--- config.mk ---
export PLATFORM = sky130hd
export DESIGN_NAME = matrix_multiplier
export DESIGN_NICKNAME = d
export VERILOG_FILES = /design/src/rtl/matrix_multiplier.sv
export SDC_FILE = /design/constraint.sdc
export NUM_CORES = 1
export LEC_CHECK = 0
export ABC_AREA = 1
export CORE_ASPECT_RATIO = 1.1
export CORE_MARGIN = 2
export CORE_UTILIZATION = 47
export CTS_CLUSTER_DIAMETER = 100
export CTS_CLUSTER_SIZE = 30
export DETAILED_ROUTE_END_ITERATION = 6
export PLACE_DENSITY = 0.6
export SLEW_MARGIN = 10
export SYNTH_ARGS = -nofsm -noshare
export SYNTH_HDL_FRONTEND = slang
export SYNTH_SLANG_ARGS = --single-unit
--- constraint.sdc ---
create_clock -name ic -period 6.55 [get_ports ic]
set_clock_uncertainty 0.1 [all_clocks]
set_input_delay 1.31 -clock ic [delete_from_list [all_inputs] [get_ports ic]]
set_output_delay 1.31 -clock ic [all_outputs]
set_load 0.02 [all_outputs]
--- src/rtl/matrix_multiplier.sv ---
`default_nettype none
// ============================================================================
// Module      : matrix_multiplier
// Description : Serial-load 3x3 by 3x3 unsigned matrix multiplier.
//               Eighteen ic edges shift in A then B (4-bit elements,
//               row-major). Nine further edges compute C = A*B, one
//               element per edge. The machine then parks in DONE until
//               mr. Any C element can be read combinationally via os/en.
//
// Ports       : ic     - clock; all state advances on the rising edge
//               mr     - master reset, asynchronous, active-high
//               i      - operand element data (4 bits), sampled in LOAD
//               os     - output select, 0..8 = row*3+col
//               en     - output enable
//               matrix - selected result element C[os] (10 bits)
//
// Option      : MATMUL_TRISTATE_OUT_EN - when defined, matrix floats
//               (high-impedance) while en = 0 so it can share a bus;
//               otherwise matrix is driven to 0 while en = 0.
//
// Revision    : 1.0 - initial release
// ============================================================================
module matrix_multiplier (
    input  logic       ic,
    input  logic       mr,
    input  logic [3:0] i,
    input  logic [3:0] os,
    input  logic       en,
    output logic [9:0] matrix
);

    typedef enum logic [1:0] {
        S_LOAD    = 2'd0,
        S_COMPUTE = 2'd1,
        S_DONE    = 2'd2
    } state_t;

    localparam logic [4:0] C_LOAD_LAST = 5'd17;
    localparam logic [4:0] C_B_FIRST   = 5'd9;
    localparam logic [3:0] C_COMP_LAST = 4'd8;

    state_t     r_state;
    state_t     w_state_next;

    logic [4:0] r_load_cnt;
    logic [3:0] r_comp_cnt;

    logic [3:0] r_a [0:8];
    logic [3:0] r_b [0:8];
    logic [9:0] r_c [0:8];

    logic       w_load_a;
    logic       w_load_b;
    logic       w_c_we;
    logic [3:0] w_b_idx;

    logic [1:0] w_row;
    logic [1:0] w_col;
    logic [3:0] w_a0, w_a1, w_a2;
    logic [3:0] w_b0, w_b1, w_b2;
    logic [7:0] w_p0, w_p1, w_p2;
    logic [9:0] w_sum;
    logic [9:0] w_c_sel;

    // ------------------------------------------------------------------
    // Next-state and strobe decode
    // ------------------------------------------------------------------
    always_comb begin
        w_state_next = r_state;
        w_load_a     = 1'b0;
        w_load_b     = 1'b0;
        w_c_we       = 1'b0;
        case (r_state)
            S_LOAD: begin
                if (r_load_cnt < C_B_FIRST) begin
                    w_load_a = 1'b1;
                end else begin
                    w_load_b = 1'b1;
                end
                if (r_load_cnt == C_LOAD_LAST) begin
                    w_state_next = S_COMPUTE;
                end
            end
            S_COMPUTE: begin
                w_c_we = 1'b1;
                if (r_comp_cnt == C_COMP_LAST) begin
                    w_state_next = S_DONE;
                end
            end
            S_DONE: begin
                w_state_next = S_DONE;
            end
            default: begin
                w_state_next = S_LOAD;
            end
        endcase
    end

    always_ff @(posedge ic or posedge mr) begin
        if (mr) begin
            r_state <= S_LOAD;
        end else begin
            r_state <= w_state_next;
        end
    end

    // ------------------------------------------------------------------
    // Element counters; each parks on its last value rather than wrapping
    // ------------------------------------------------------------------
    always_ff @(posedge ic or posedge mr) begin
        if (mr) begin
            r_load_cnt <= '0;
            r_comp_cnt <= '0;
        end else begin
            if (r_state == S_LOAD && r_load_cnt != C_LOAD_LAST) begin
                r_load_cnt <= r_load_cnt + 5'd1;
            end
            if (r_state == S_COMPUTE && r_comp_cnt != C_COMP_LAST) begin
                r_comp_cnt <= r_comp_cnt + 4'd1;
            end
        end
    end

    // B index = load count - 9. Working modulo 16 on the low four bits
    // gives the right answer for counts 9..17 (16 -> 7, 17 -> 8).
    assign w_b_idx = r_load_cnt[3:0] - 4'd9;

    // ------------------------------------------------------------------
    // Operand registers
    // ------------------------------------------------------------------
    always_ff @(posedge ic or posedge mr) begin
        if (mr) begin
            for (int k = 0; k < 9; k++) begin
                r_a[k] <= '0;
                r_b[k] <= '0;
            end
        end else begin
            if (w_load_a) begin
                r_a[r_load_cnt[3:0]] <= i;
            end
            if (w_load_b) begin
                r_b[w_b_idx] <= i;
            end
        end
    end

    // ------------------------------------------------------------------
    // Result element decode: compute count -> (row, col)
    // ------------------------------------------------------------------
    always_comb begin
        w_row = 2'd0;
        w_col = 2'd0;
        case (r_comp_cnt)
            4'd0: begin w_row = 2'd0; w_col = 2'd0; end
            4'd1: begin w_row = 2'd0; w_col = 2'd1; end
            4'd2: begin w_row = 2'd0; w_col = 2'd2; end
            4'd3: begin w_row = 2'd1; w_col = 2'd0; end
            4'd4: begin w_row = 2'd1; w_col = 2'd1; end
            4'd5: begin w_row = 2'd1; w_col = 2'd2; end
            4'd6: begin w_row = 2'd2; w_col = 2'd0; end
            4'd7: begin w_row = 2'd2; w_col = 2'd1; end
            4'd8: begin w_row = 2'd2; w_col = 2'd2; end
            default: begin w_row = 2'd0; w_col = 2'd0; end
        endcase
    end

    // Row of A selected by w_row
    always_comb begin
        w_a0 = '0;
        w_a1 = '0;
        w_a2 = '0;
        case (w_row)
            2'd0:    begin w_a0 = r_a[0]; w_a1 = r_a[1]; w_a2 = r_a[2]; end
            2'd1:    begin w_a0 = r_a[3]; w_a1 = r_a[4]; w_a2 = r_a[5]; end
            2'd2:    begin w_a0 = r_a[6]; w_a1 = r_a[7]; w_a2 = r_a[8]; end
            default: begin w_a0 = '0;     w_a1 = '0;     w_a2 = '0;     end
        endcase
    end

    // Column of B selected by w_col
    always_comb begin
        w_b0 = '0;
        w_b1 = '0;
        w_b2 = '0;
        case (w_col)
            2'd0:    begin w_b0 = r_b[0]; w_b1 = r_b[3]; w_b2 = r_b[6]; end
            2'd1:    begin w_b0 = r_b[1]; w_b1 = r_b[4]; w_b2 = r_b[7]; end
            2'd2:    begin w_b0 = r_b[2]; w_b1 = r_b[5]; w_b2 = r_b[8]; end
            default: begin w_b0 = '0;     w_b1 = '0;     w_b2 = '0;     end
        endcase
    end

    // ------------------------------------------------------------------
    // Three 4x4 multipliers and the 3-input adder. Max sum 3*225 = 675
    // fits in 10 bits, so no saturation is needed.
    // ------------------------------------------------------------------
    assign w_p0  = {4'd0, w_a0} * {4'd0, w_b0};
    assign w_p1  = {4'd0, w_a1} * {4'd0, w_b1};
    assign w_p2  = {4'd0, w_a2} * {4'd0, w_b2};
    assign w_sum = {2'd0, w_p0} + {2'd0, w_p1} + {2'd0, w_p2};

    // ------------------------------------------------------------------
    // Result registers
    // ------------------------------------------------------------------
    always_ff @(posedge ic or posedge mr) begin
        if (mr) begin
            for (int k = 0; k < 9; k++) begin
                r_c[k] <= '0;
            end
        end else if (w_c_we) begin
            r_c[r_comp_cnt] <= w_sum;
        end
    end

    // ------------------------------------------------------------------
    // Output select: indices 9..15 read as 0
    // ------------------------------------------------------------------
    always_comb begin
        w_c_sel = '0;
        case (os)
            4'd0:    w_c_sel = r_c[0];
            4'd1:    w_c_sel = r_c[1];
            4'd2:    w_c_sel = r_c[2];
            4'd3:    w_c_sel = r_c[3];
            4'd4:    w_c_sel = r_c[4];
            4'd5:    w_c_sel = r_c[5];
            4'd6:    w_c_sel = r_c[6];
            4'd7:    w_c_sel = r_c[7];
            4'd8:    w_c_sel = r_c[8];
            default: w_c_sel = '0;
        endcase
    end

`ifdef MATMUL_TRISTATE_OUT_EN
    assign matrix = en ? w_c_sel : 10'bz;
`else
    assign matrix = en ? w_c_sel : 10'd0;
`endif

endmodule
`default_nettype wire

==> metrics.log, run 1 <==
[metrics] CTS tree: done
[metrics] flip-flop and latch count after synthesis: 173
[metrics] maxcap violations: 0
[metrics] Mapped Nets: 1418
[metrics] leakage: 5.966 nW
[metrics] finished layout cell area: 11380 µm²
[metrics] total of endpoints with negative setup slack in the final report: 0
[metrics] CTS Buf Count: 17
[metrics] number of optimization iterations in the first detailed-route pass: 7
[metrics] Sink Count: 173
[metrics] Final Hold Fails: 0
[metrics] clk root buf: clkbuf_16
[metrics] Placed Area: 10760 µm²
[metrics] maximum buffer depth of the clock tree: 2
[metrics] global-route wire length before repair: 44.47 mm
[metrics] Cell Area, Synth: 10380 µm²
[metrics] wire length reported by the detailed router: 26.88 mm
[metrics] standard-cell rows: 57
[metrics] Overflow after GRT: 0
[metrics] dominant cells by area after synthesis: dfrtp_1 42%, nand2_1 16%, nand3_1 7.3%
[metrics] # Post-CTS Setup Buffers: 0
[metrics] Die Ht: 159.9 µm
[metrics] Detail Route Antenna Nets: 0
[metrics] Slew Limit Headroom: 0.4126
[metrics] clock latency of the later-clocked register in the worst-skew pair: 0.44 ns
[metrics] Yosys warning count: 0
[metrics] mean instance size in the synthesized netlist: 7.780 µm²
[metrics] initial standard-cell utilization of the core: 0.4740
[metrics] transition time at the pin with the least slew margin: 0.8801 ns
[metrics] final net count: 1412
[metrics] hold bufs inserted after CTS: 0
[metrics] Power Total: 3.663 mW
[metrics] category of the worst setup path launch point: register
[metrics] First DRT Iteration DRCs: 533
[metrics] clock-pin transition on the worst setup and hold timing paths: 0.08 ns
[metrics] reg-to-reg slack, setup: 0.47 ns
[metrics] Inserted Diodes: 0
[metrics] final worst path period share: 0.9281
[metrics] Seq/Total Area, Yosys: 0.4171
[metrics] Worst Path Max Fanout: 18
[metrics] maximum clock frequency: 164.5 MHz
[metrics] core region area: 21890 µm²
[metrics] result of the run: completed
[metrics] vias after detailed routing: 8598
[metrics] required arrival time at the worst endpoint: 6.77 ns
[metrics] Routed wire per std cell: 16.43 µm
[metrics] number of distinct library cell variants in the gate-level netlist after synthesis: 30
[metrics] Total Die Area: 23290 µm²
[metrics] power density of the placed cells: 321.9 nW/µm²
[metrics] fraction of final layout cells with drive strength greater than 1: 0.07532
[metrics] final HPWL from detailed placement: 19.72 mm
[metrics] most area-hungry cell type in the Yosys netlist: dfrtp_1
[metrics] final number of max-transition violations: 0
[metrics] Synth Instances: 1334
[metrics] maximum number of pins on one net before global-route repair: 74
[metrics] antenna violations before repair: 0
[metrics] level count of the clock H-tree: 4
[metrics] RD Place Congestion: 0.8485
[metrics] post-DR vias/cell: 5.256
[metrics] synthesis-to-finish area growth: 9.645%
[metrics] vias in the first global route: 8442
[metrics] kind of capture point of the worst setup path: register
[metrics] worst vdd rail ir drop: 0.2330 mV
[metrics] number of remaining DRC errors: 0
[metrics] critical path class: reg2reg
[metrics] IO buf count: 20
[metrics] signal arrival time at the worst endpoint: 6.30 ns
[metrics] time the final worst path needs with I/O delays and setup: 6.079 ns
[metrics] Hold Path Class: reg2reg
[metrics] unrepaired setup endpoints after global routing: false
[metrics] setup tns final: 0 ns
[metrics] number of placed I/O pins: 21
[metrics] Synth top area share: 0.4171
[metrics] All-Layer GR Usage: 0.2421
[metrics] die width: 145.7 µm
where the power goes:
group          internal (mW)  switching, mW
Combinational          0.408          0.777
Clock                  0.522          0.520
Sequential              1.31          0.127
final cells by class:
cell class / instances / area (µm²)
fill: 2214 / 10520
multi-input combinational: 945 / 5171
sequential: 173 / 4329
inverter: 158 / 598.1
clock buffer: 17 / 425.4
tap: 295 / 369.1
timing repair buffer: 33 / 297.8
clock inverter: 15 / 188.9
synth_stat cells, drive strengths merged:
cell type,instances
xor2,6
nor3,4
nand3,168
o21ai,100
nand2,456
dfrtp,173
a31oi,8
mux2,1
fa,33
nand4,45
a21oi,8
buf,40
nor2,70
o21a,2
clkbuf,18
ha,40
xnor2,4
inv,158
flip-flops by register name, indices dropped and copies added, names as in the netlist:
register and flops:
r_a 36, r_b 36, r_c 90, r_comp_cnt 4, r_load_cnt 5, r_state 2
final timing paths:
kind / from / end / cells after the start
worst max register to register: r_comp_cnt[0] / r_c[37] / 23
min in group asynchronous: mr / r_c[71] / 2
worst min register to register: r_a[4] / r_a[4] / 2
worst min-delay path: r_a[4] / r_a[4] / 2
worst max-delay path: r_comp_cnt[0] / r_c[37] / 23
max in group asynchronous: mr / r_a[4] / 3
cells by family after synthesis:
logic type,share of synthesized area
DFF,0.4171
muxes,0.001085
adders and majority gates,0.1119
buffers and inverters,0.08583
AOI/OAI and AO/OA,0.05835
and+or+nand+nor,0.3173
xor gates and xnor gates,0.008438
cell usage in the layout, fill, tap and decap left out:
cell type,instances
inv_6,6
nand3_2,17
clkinv_8,6
xnor2_1,3
xor2_1,6
inv_8,2
fa_1,33
buf_4,13
mux2_2,1
a21oi_1,8
clkinv_4,1
nor2_4,3
a31oi_1,8
dfrtp_1,173
ha_1,40
inv_1,144
nand2_2,4
nor2_2,13
o21ai_0,85
o21ai_1,15
nor2_8,1
o21a_1,2
nor2_1,53
inv_12,1
nand4_1,45
clkdlybuf4s50_1,20
inv_2,13
nor3_1,4
nand2_1,450
nand3_1,151
xnor2_2,1
nand2_4,2
clkbuf_16,17
critical path, stage by stage, from the launching register on:
cell	delay [ns]
dfrtp_1	0.40
inv_1	0.14
ha_1	0.22
nand2_1	0.08
nand2_2	0.21
nand3_2	0.33
nand3_1	0.17
nand3_1	0.17
nand2_1	0.10
inv_1	0.06
fa_1	0.51
fa_1	0.52
fa_1	0.53
fa_1	0.54
inv_1	0.05
fa_1	0.52
inv_1	0.04
ha_1	0.37
nand2_1	0.11
nand2_1	0.05
nand2_1	0.09
nand4_1	0.36
nand3_1	0.22
nand2_1	0.07
metal layers:
layer | global-route usage | part of all wire | wire length, µm
met4 | 0.1199 | 0.043 | 1164
met3 | 0.02457 | 0.036 | 960
met2 | 0.4299 | 0.51 | 13620
met1 | 0.2936 | 0.41 | 11140
met5 | 0 | 0 | 0
what timing repair did:
action	4_1_cts	5_1_grt
hold endpoints to repair	0	0
resized for setup	0	1
setup endpoints to repair	0	9
stage by stage:
stage | utilization | hold WS (ns) | instances | setup slack (ns)
final | 0.5197 | 0.3762 | 1636 | 0.4711
after global routing | 0.5197 | 0.3908 | 1636 | 0.02683
after CTS | 0.5194 | 0.3773 | 1636 | 0.2648
after detailed placement | 0.4913 | 0.3595 | 1604 | 0.2669
after global placement | 0.4913 | 0.3556 | 1604 | 0.4045
after floorplan | - | 0.3422 | 1334 | 0.4515
No activity file was read; power rests on OpenSTA's default activity.
==> inputs of run 2 (changes only) <==
CTS_CLUSTER_DIAMETER = 120   (was 100)
==> results of run 2 <==
Final layout, timing and power as in run 1 (identical DEF).
==> inputs of run 3 (changes only) <==
ABC_CLOCK_PERIOD_IN_PS = 6550   (was not set)
CORE_MARGIN = not set   (was 2)
==> run 3 against run 2 <==
  * Utilization is 0.99 points higher
  * First-iteration DRC count increased by 13%
  * Register-to-register slack better by 0.06 ns
  * Sequential power is essentially flat
  * Critical path type unchanged
==> metrics.log, run 3 (synthesized netlist as in run 1, its figures left out) <==
[metrics] result of the run: completed
[metrics] leakage: 5.969 nW
[metrics] wire length reported by the detailed router: 27.76 mm
[metrics] clock latency of the later-clocked register in the worst-skew pair: 0.44 ns
[metrics] vias after detailed routing: 8542
[metrics] kind of capture point of the worst setup path: register
[metrics] number of remaining DRC errors: 0
[metrics] number of fill cells: 2132
[metrics] Placed Area: 10750 µm²
[metrics] initial standard-cell utilization of the core: 0.4825
[metrics] maximum number of pins on one net before global-route repair: 80
[metrics] CTS tree: done
[metrics] most common cell after layout, fill and taps aside: nand2_1
[metrics] Seq. cell area: 4329 µm²
[metrics] utilization after layout: 0.5297
[metrics] die width: 143.7 µm
[metrics] clk root buf: clkbuf_16
[metrics] maximum clock frequency: 166.2 MHz
[metrics] All-Layer GR Usage: 0.2662
[metrics] transition time at the pin with the least slew margin: 1.014 ns
[metrics] number of flip-flops under the largest register name: 90
[metrics] Worst Path Max Fanout: 17
[metrics] Overflow after GRT: 0
[metrics] signal arrival time at the worst endpoint: 6.24 ns
[metrics] top library cells by usage in the layout, fill and taps aside: 450 x nand2_1, 173 x dfrtp_1, 151 x nand3_1, 144 x inv_1, 85 x o21ai_0
[metrics] final number of max-transition violations: 0
[metrics] synthesis-to-finish area growth: 9.777%
[metrics] worst vdd rail ir drop: 0.2015 mV
[metrics] Final WS setup: 0.5332 ns
[metrics] Buf/Inv on CP: 6
[metrics] Detail Route Antenna Nets: 0
[metrics] placed instance count: 1599
[metrics] antenna violations before repair: 0
[metrics] standard-cell rows: 56
[metrics] number of placed I/O pins: 21
[metrics] CP top delay family: adder cells
[metrics] final net count: 1412
[metrics] finished layout cell area: 11390 µm²
[metrics] critical path class: reg2reg
[metrics] clock-pin transition on the worst setup and hold timing paths: 0.08 ns
[metrics] Inserted Diodes: 0
[metrics] fraction of final layout cells with drive strength greater than 1: 0.07532
[metrics] Power Total: 3.695 mW
[metrics] Sink Count: 173
[metrics] total area of multi-input combinational cells: 5179 µm²
[metrics] core region area: 21510 µm²
[metrics] First DRT Iteration DRCs: 601
[metrics] Hold Path Class: reg2reg
[metrics] registers with the most flip-flops: r_c: 90 flops, r_a: 36 flops, r_b: 36 flops
[metrics] Die Ht: 157.9 µm
[metrics] final worst path period share: 0.9186
[metrics] Reg with most FFs: r_c
[metrics] most frequent CP cell: nand2_1
[metrics] critical path launch point: r_comp_cnt[1]
[metrics] unrepaired setup endpoints after global routing: false
[metrics] Slew Limit Headroom: 0.3218
[metrics] number of standard cells in the layout, taps in and fillers out: 1631
[metrics] RD Place Congestion: 0.8671
[metrics] Routed wire per std cell: 17.02 µm
[metrics] worst hold slack: 0.3782 ns
[metrics] slowest cell on the critical path: fa_1
[metrics] Total Die Area: 22680 µm²
[metrics] # Post-CTS Setup Buffers: 0
[metrics] final HPWL from detailed placement: 20.01 mm
[metrics] list of cells traversed by the critical path: inv_1, ha_1, inv_1, nand2_1, nand3_2, buf_4, nand3_1, nand3_1, nand2_1, inv_1, fa_1, fa_1, fa_1, fa_1, inv_1, fa_1, inv_1, ha_1, nand2_1, nand2_1, nand2_1, nand4_1, nand3_1, nand2_1
[metrics] global-route wire length before repair: 45.31 mm
[metrics] setup tns final: 0 ns
[metrics] power density of the placed cells: 324.3 nW/µm²
[metrics] CTS Buf Count: 17
[metrics] minimum setup slack after placement: 0.3101 ns
[metrics] maxcap violations: 0
[metrics] Final Hold Fails: 0
[metrics] category of the worst setup path launch point: register
[metrics] launch point of the worst hold path: r_a[9]
[metrics] maximum buffer depth of the clock tree: 2
[metrics] required arrival time at the worst endpoint: 6.77 ns
[metrics] number of optimization iterations in the first detailed-route pass: 7
[metrics] level count of the clock H-tree: 4
[metrics] Worst path max stage delay: 0.54 ns
[metrics] time the final worst path needs with I/O delays and setup: 6.017 ns
[metrics] total of endpoints with negative setup slack in the final report: 0
[metrics] IO buf count: 20
[metrics] vias in the first global route: 8375
[metrics] post-DR vias/cell: 5.237
[metrics] hold bufs inserted after CTS: 0
[metrics] reg-to-reg critical path startpoint: r_comp_cnt[1]
==> run 3: cell count changes in the layout (fill, tap and decap cells not counted) <==
cell / previous run / this run
inv_8: 2 / 4
clkinvlp_4: 0 / 2
inv_6: 6 / 2
nand3_4: 0 / 1
inv_12: 1 / 0
nand3_2: 17 / 16
clkinv_4: 1 / 0
bufinv_16: 0 / 1
clkinv_2: 0 / 1
==> run 3: layout make-up <==
class | instances | area share
Multi-Input combinational cell | 945 | 0.4545
Sequential cell | 173 | 0.3800
Inverter | 158 | 0.05249
Clock buffer | 17 | 0.03734
Tap cell | 290 | 0.03185
Timing Repair Buffer | 33 | 0.02614
Clock inverter | 15 | 0.01768
==> run 3: timing repair <==
| item | in CTS | in global routing |
|---|---|---|
| setup endpoints to repair | 0 | 11 |
| hold endpoints to repair | 0 | 0 |
| resized for setup | 0 | 2 |
==> run 3: worst reg2reg max path: cells and delay by family (launching register included) <==
kind	cells	cell delay (ns)
and+or+nand+nor	11	1.58
buffers and inverters	6	0.62
DFF	1	0.42
adders and majority gates	7	3.15
==> run 3: report_power, final <==
part / internal (mW) / switching, mW / total [mW]
logic: 0.409 / 0.783 / 1.19
clock network: 0.553 / 0.509 / 1.06
registers: 1.31 / 0.132 / 1.44
==> run 3: per-layer routing <==
layer	wire [µm]	global-route usage	vias to the layer above
met1	11750	0.3219	4064
met4	904	0.1216	0
li1	-	-	4241
met3	1074	0.03418	45
met5	0	0	-
met2	14030	0.4709	192
==> run 3: path summary, 6_finish.rpt <==
kind	slack (ns)	depth (start not counted)	endpoint
max	0.53	24	r_c[37]
min	0.38	2	r_a[9]
max reg2reg	0.53	24	r_c[37]
min reg2reg	0.38	2	r_a[9]
max in group asynchronous	3.83	3	r_a[4]
min in group asynchronous	1.27	2	r_c[70]
